==> src/rtl/rom_fetch_ctrl.sv <==
// Burst read initiator for the synchronous ROM model: issues addresses, captures data one cycle later,
// buffers beats in a small FIFO and streams them out. Define ROM_FETCH_CSUM_EN to add the csum output.
module rom_fetch_ctrl #(
  parameter int DATA_WIDTH = 8,
  parameter int DATA_SIZE  = 1,
  parameter int ADDR_WIDTH = 8,
  parameter int LEN_WIDTH  = 8,
  parameter int FIFO_DEPTH = 4,
  localparam int DATA_LEN  = DATA_SIZE * DATA_WIDTH
) (
  input  logic                  clk,
  input  logic                  rst,
  input  logic                  req_valid,
  output logic                  req_ready,
  input  logic [ADDR_WIDTH-1:0] req_addr,
  input  logic [LEN_WIDTH-1:0]  req_len,
  output logic [ADDR_WIDTH-1:0] rom_addr,
  input  logic [DATA_LEN-1:0]   rom_data,
  output logic                  out_valid,
  input  logic                  out_ready,
  output logic [DATA_LEN-1:0]   out_data,
  output logic                  out_last,
  output logic                  busy,
  output logic                  done
`ifdef ROM_FETCH_CSUM_EN
  ,
  output logic [DATA_LEN-1:0]   csum
`endif
);

  localparam int PW = $clog2(FIFO_DEPTH);
  localparam int CW = PW + 1;

  typedef enum logic [1:0] {
    IDLE  = 2'd0,
    FETCH = 2'd1,
    DRAIN = 2'd2
  } state_e;

  state_e                state_q;
  logic [ADDR_WIDTH-1:0] romAddr_q;
  logic [ADDR_WIDTH-1:0] romAddr_d;
  logic [LEN_WIDTH-1:0]  remaining_q;
  logic [LEN_WIDTH-1:0]  remaining_d;
  logic                  inflight_q;
  logic                  inflightLast_q;
  logic                  done_q;

  logic [DATA_LEN-1:0]   memData_q [FIFO_DEPTH];
  logic                  memLast_q [FIFO_DEPTH];
  logic [PW-1:0]         wrPtr_q;
  logic [PW-1:0]         rdPtr_q;
  logic [CW-1:0]         count_q;

  logic accept;
  logic issue;
  logic room;
  logic push;
  logic pop;
  logic lastIssue;

  // Room is judged on the registered count plus the beat still in the ROM pipe, so
  // a pop in the same cycle is never relied upon and the FIFO cannot overflow.
  assign room      = ({1'b0, count_q} + {{CW{1'b0}}, inflight_q}) < (CW+1)'(FIFO_DEPTH);
  assign accept    = req_valid && (state_q == IDLE);
  assign issue     = (state_q == FETCH) && room;
  assign lastIssue = issue && (remaining_q == LEN_WIDTH'(1));
  assign push      = inflight_q;
  assign pop       = out_valid && out_ready;

  assign romAddr_d   = romAddr_q + ADDR_WIDTH'(DATA_SIZE);
  assign remaining_d = remaining_q - LEN_WIDTH'(1);

  always_ff @(posedge clk or posedge rst) begin
    if (rst) begin
      state_q        <= IDLE;
      romAddr_q      <= '0;
      remaining_q    <= '0;
      inflight_q     <= 1'b0;
      inflightLast_q <= 1'b0;
      done_q         <= 1'b0;
    end else begin
      done_q         <= 1'b0;
      inflight_q     <= issue;
      inflightLast_q <= lastIssue;
      case (state_q)
        IDLE: begin
          if (accept) begin
            if (req_len != '0) begin
              romAddr_q   <= req_addr;
              remaining_q <= req_len;
              state_q     <= FETCH;
            end else begin
              done_q <= 1'b1;
            end
          end
        end
        FETCH: begin
          if (issue) begin
            romAddr_q   <= romAddr_d;
            remaining_q <= remaining_d;
            if (lastIssue) begin
              state_q <= DRAIN;
            end
          end
        end
        DRAIN: begin
          if ((count_q == '0) && !inflight_q) begin
            done_q  <= 1'b1;
            state_q <= IDLE;
          end
        end
        default: state_q <= IDLE;
      endcase
    end
  end

  always_ff @(posedge clk or posedge rst) begin
    if (rst) begin
      wrPtr_q <= '0;
      rdPtr_q <= '0;
      count_q <= '0;
      for (int i = 0; i < FIFO_DEPTH; i++) begin
        memData_q[i] <= '0;
        memLast_q[i] <= 1'b0;
      end
    end else begin
      if (push) begin
        memData_q[wrPtr_q] <= rom_data;
        memLast_q[wrPtr_q] <= inflightLast_q;
        wrPtr_q            <= wrPtr_q + PW'(1);
      end
      if (pop) begin
        rdPtr_q <= rdPtr_q + PW'(1);
      end
      case ({push, pop})
        2'b10:   count_q <= count_q + CW'(1);
        2'b01:   count_q <= count_q - CW'(1);
        default: count_q <= count_q;
      endcase
    end
  end

`ifdef ROM_FETCH_CSUM_EN
  logic [DATA_LEN-1:0] csum_q;

  always_ff @(posedge clk or posedge rst) begin
    if (rst) begin
      csum_q <= '0;
    end else if (accept) begin
      csum_q <= '0;
    end else if (pop) begin
      csum_q <= csum_q ^ out_data;
    end
  end

  assign csum = csum_q;
`endif

  // The head is gated so an empty FIFO shows zeros rather than a stale beat.
  assign out_valid = (count_q != '0);
  assign out_data  = out_valid ? memData_q[rdPtr_q] : '0;
  assign out_last  = out_valid ? memLast_q[rdPtr_q] : 1'b0;
  assign req_ready = (state_q == IDLE);
  assign busy      = (state_q != IDLE);
  assign done      = done_q;
  assign rom_addr  = romAddr_q;

endmodule

==> config.mk <==
export PLATFORM = sky130hd
export DESIGN_NAME = rom_fetch_ctrl
export DESIGN_NICKNAME = d
export VERILOG_FILES = /design/src/rtl/rom_fetch_ctrl.sv
export SDC_FILE = /design/constraint.sdc
export NUM_CORES = 1
export LEC_CHECK = 0
export ABC_AREA = 1
export CORE_ASPECT_RATIO = 1.75
export CORE_MARGIN = 3
export CORE_UTILIZATION = 54
export DETAILED_ROUTE_END_ITERATION = 6
export PLACE_DENSITY = 0.9
export SLEW_MARGIN = 20
export SYNTH_ARGS = -nofsm -noshare
export SYNTH_HDL_FRONTEND = slang
export SYNTH_SLANG_ARGS = --single-unit
==> constraint.sdc <==
create_clock -name clk -period 2.4 [get_ports clk]
set_input_delay 0.36 -clock clk [delete_from_list [all_inputs] [get_ports clk]]
set_output_delay 0.36 -clock clk [all_outputs]
set_load 0.02 [all_outputs]
==> results.cfg <==
[outcome]
status = completed

[power_and_ir_drop]
p_int_mw = 3.30
swShare_pct = 44.9
p_seq_share_pct = 33.1
clkPwrFrac_pct = 15.5
combPwrFrac_pct = 51.4
powerDensity_nw_per_um2 = 1450
p_switching_mw = 2.69
p_leak_nw = 2.11
ir_drop_mv = 0.788

[global_route]
grt_pass1_vias = 2943
grt_pass1_wl_um = 13100
grt.overflow.total = 0
grt_usage_pct = 23.7
grt_max_degree = 33
antenna_found_initial = 0

[placement]
place_ws_ps = 169
gp_congestion = 0.962
dp_hpwl_um = 5580
placement.io_buffers = 48
placed_cell_area_um2 = 3930
placed_cells = 561

[setup_path]
crit_path_max_incr_delay_ps = 480
reg2reg_from = count_q[0]
cp_slowest_cell = dfrtp_2
crit_top_cell = nor2_1
critPathLaunchType = register
critPathTopFamily = buffers and inverters
end_kind = output port
r2r_cells = 8
cp_data_required_time_ps = 2040
worstPathMaxFanout = 12
worstReg2RegEnd = count_q[2]
worstPathCellList = buf_4 -> nor2_1 -> nor2_1 -> o21ai_0 -> a21oi_1 -> dlygate4sd2_1
cp.arrival_ps = 1860
path_class = reg -> out
crit_cells = 6
path_buf_inv = 2
r2r_slack_ps = 520

[clock_network]
cts.sinks = 64
cts.clk_slew.worst_paths_ps = 70
cts_hold_buffers = 0
cts_tree = done
cts_buffers = 9
ctsLongestPathBuffers = 2
htree_levels = 3
clk_latency_ps = 340
cts_root_buf = clkbuf_8

[timing]
hold_violations = 0
tightest_slew_ps = 625
setup_viol = 0
min_period_ps = 2220
finalCritPeriodShare_pct = 92.5
maxSlewHeadroom_pct = 58.2
setup_tns_ps = 0
rsz0062_at_grt = false
fin_hold_ws_ps = 322
setup_slack_ps = 180
finClkSkew_ps = 5.43
slew_violations = 0
maxClockFrequency_ghz = 0.450

[logic_synthesis]
yosysSeqAreaShare_pct = 47.7
synth_cell_types = 28
yosys_warnings = 0
syn_nets = 479
yosys.area.top_type = dfrtp_1
synth_area_um2 = 3360
ys_ff_latch = 64
synth_top_area_share_pct = 47.7
syn_area_per_cell_um2 = 7.60
synthTopCellsByArea = dfrtp_1, nand2_1, o21ai_0
syn-instance-count = 442

[detailed_routing]
wl_met3_um = 410
wl_met2_um = 4160
wire_per_inst_um = 13.5
firstDrtPassIters = 5
vias = 3155
wl_met1_um = 3030
antenna_left = 0
drcViolationCount = 0
detail_route.iter0.violations = 352
avgViaCountPerCell = 5.47
drt-total-wl_um = 7820
top_layer = met4

[finish]
fin_cells = 577
final_nets = 531
drive_gt1_share_pct = 7.21
design_area_um2 = 4150
synthToLayoutAreaGrowth_pct = 23.5
diodes = 0
fill_cells = 473

[run]
cap_violations = 0

[floorplan]
die-area_um2 = 7240
core-area_um2 = 5970
initial_core_util_pct = 56.2
placementRows = 37
fp.dieH_um = 110
ios = 49
dieWidth_um = 65.6

[min_path]
min_path_type = in -> async
-- stage by stage --
step                      utilization (%)  power (mW)
final                                69.5        5.99
after global routing                 69.5        6.53
after CTS                            69.1        6.01
after detailed placement             65.8        5.10
after global placement               65.8        4.94
after floorplan                         -        4.04
-- Yosys cell counts --
cell type,instances
a21oi_1,12
a31oi_1,1
buf_2,3
buf_6,2
clkbuf_1,9
clkinv_1,1
dfrtp_1,64
fa_1,1
ha_1,8
inv_1,39
inv_2,1
inv_4,1
nand2_1,132
nand3_1,21
nand4_1,2
nor2_1,58
nor2_2,1
nor2_4,3
nor2_8,1
nor3_1,1
o21ai_0,68
o21ai_1,2
o21ai_2,1
o21bai_1,1
o21bai_2,1
or2_2,2
xnor2_1,2
xor2_1,4
-- layer usage --
layer / vias up / GRT usage [%]
met1: 1497 / 27.0
met5: - / 0
met4: 0 / 13.9
met2: 126 / 41.2
met3: 26 / 4.16
li1: 1506 / -
-- final cells by class --
class	instances	area [um^2]	area share, %
Clock buffer	13	159	3.83
Timing Repair Buffer	55	557	13.4
Inverter	42	161	3.89
Tap cell	78	97.6	2.35
Sequential cell	64	1600	38.6
Multi-Input combinational cell	322	1530	36.9
Clock inverter	3	40.0	0.965
-- worst max-delay path by stage --
stage             endpoint       start
4_1_cts           out_last  rdPtr_q[0]
3_3_place_gp    count_q[2]   out_ready
3_5_place_dp    count_q[2]   out_ready
2_1_floorplan   count_q[0]         rst
6_report       out_data[4]  rdPtr_q[0]
5_1_grt        out_data[4]  rdPtr_q[0]
-- flip-flops by register name, indices dropped and copies added (netlist names), 2 cells and up --
register and cells:
state_q 2, count_q 3, memData_q 32, memLast_q 4, wrPtr_q 2, rom_addr 8, rdPtr_q 2, remaining_q 8
-- power by group through the flow --
stage,registers [mW],logic (mW),clock network [mW]
detailed placement,1.98,3.12,0
global placement,1.95,2.99,0
finish,1.99,3.08,0.927
floorplan,1.93,2.11,0
global route,2.05,3.49,0.984
CTS,1.97,3.10,0.942
-- repair_timing --
| action | in CTS | in global routing |
|---|---|---|
| gates resized for setup | 5 | 7 |
| pin swaps | 0 | 0 |
| endpoints found under the setup margin | 8 | 7 |
| setup buffers | 0 | 0 |
| endpoints found under the hold margin | 0 | 0 |
-- cell families (layout without fill, tap and decap cells) --
group | after synthesis | after routing | synth area share [%]
AND/OR/NAND/NOR | 221 | 221 | 27.0
AO/OA/AOI/OAI | 86 | 86 | 13.2
flip-flops | 64 | 64 | 47.7
buffers and inverters | 56 | 113 | 6.89
adder cells (fa/ha/maj) | 9 | 9 | 3.58
XOR/XNOR | 6 | 6 | 1.56
-- cell usage in the layout (no fill, tap or decap), types with 8 or more instances in the layout --
master / Yosys / final
a21oi_1: 12 / 12
clkbuf_8: 0 / 11
clkdlybuf4s50_1: 0 / 39
dfrtp_1: 64 / 63
ha_1: 8 / 8
inv_1: 39 / 38
nand2_1: 132 / 132
nand3_1: 21 / 21
nor2_1: 58 / 58
o21ai_0: 68 / 68
No activity file was read; power rests on OpenSTA's default activity.
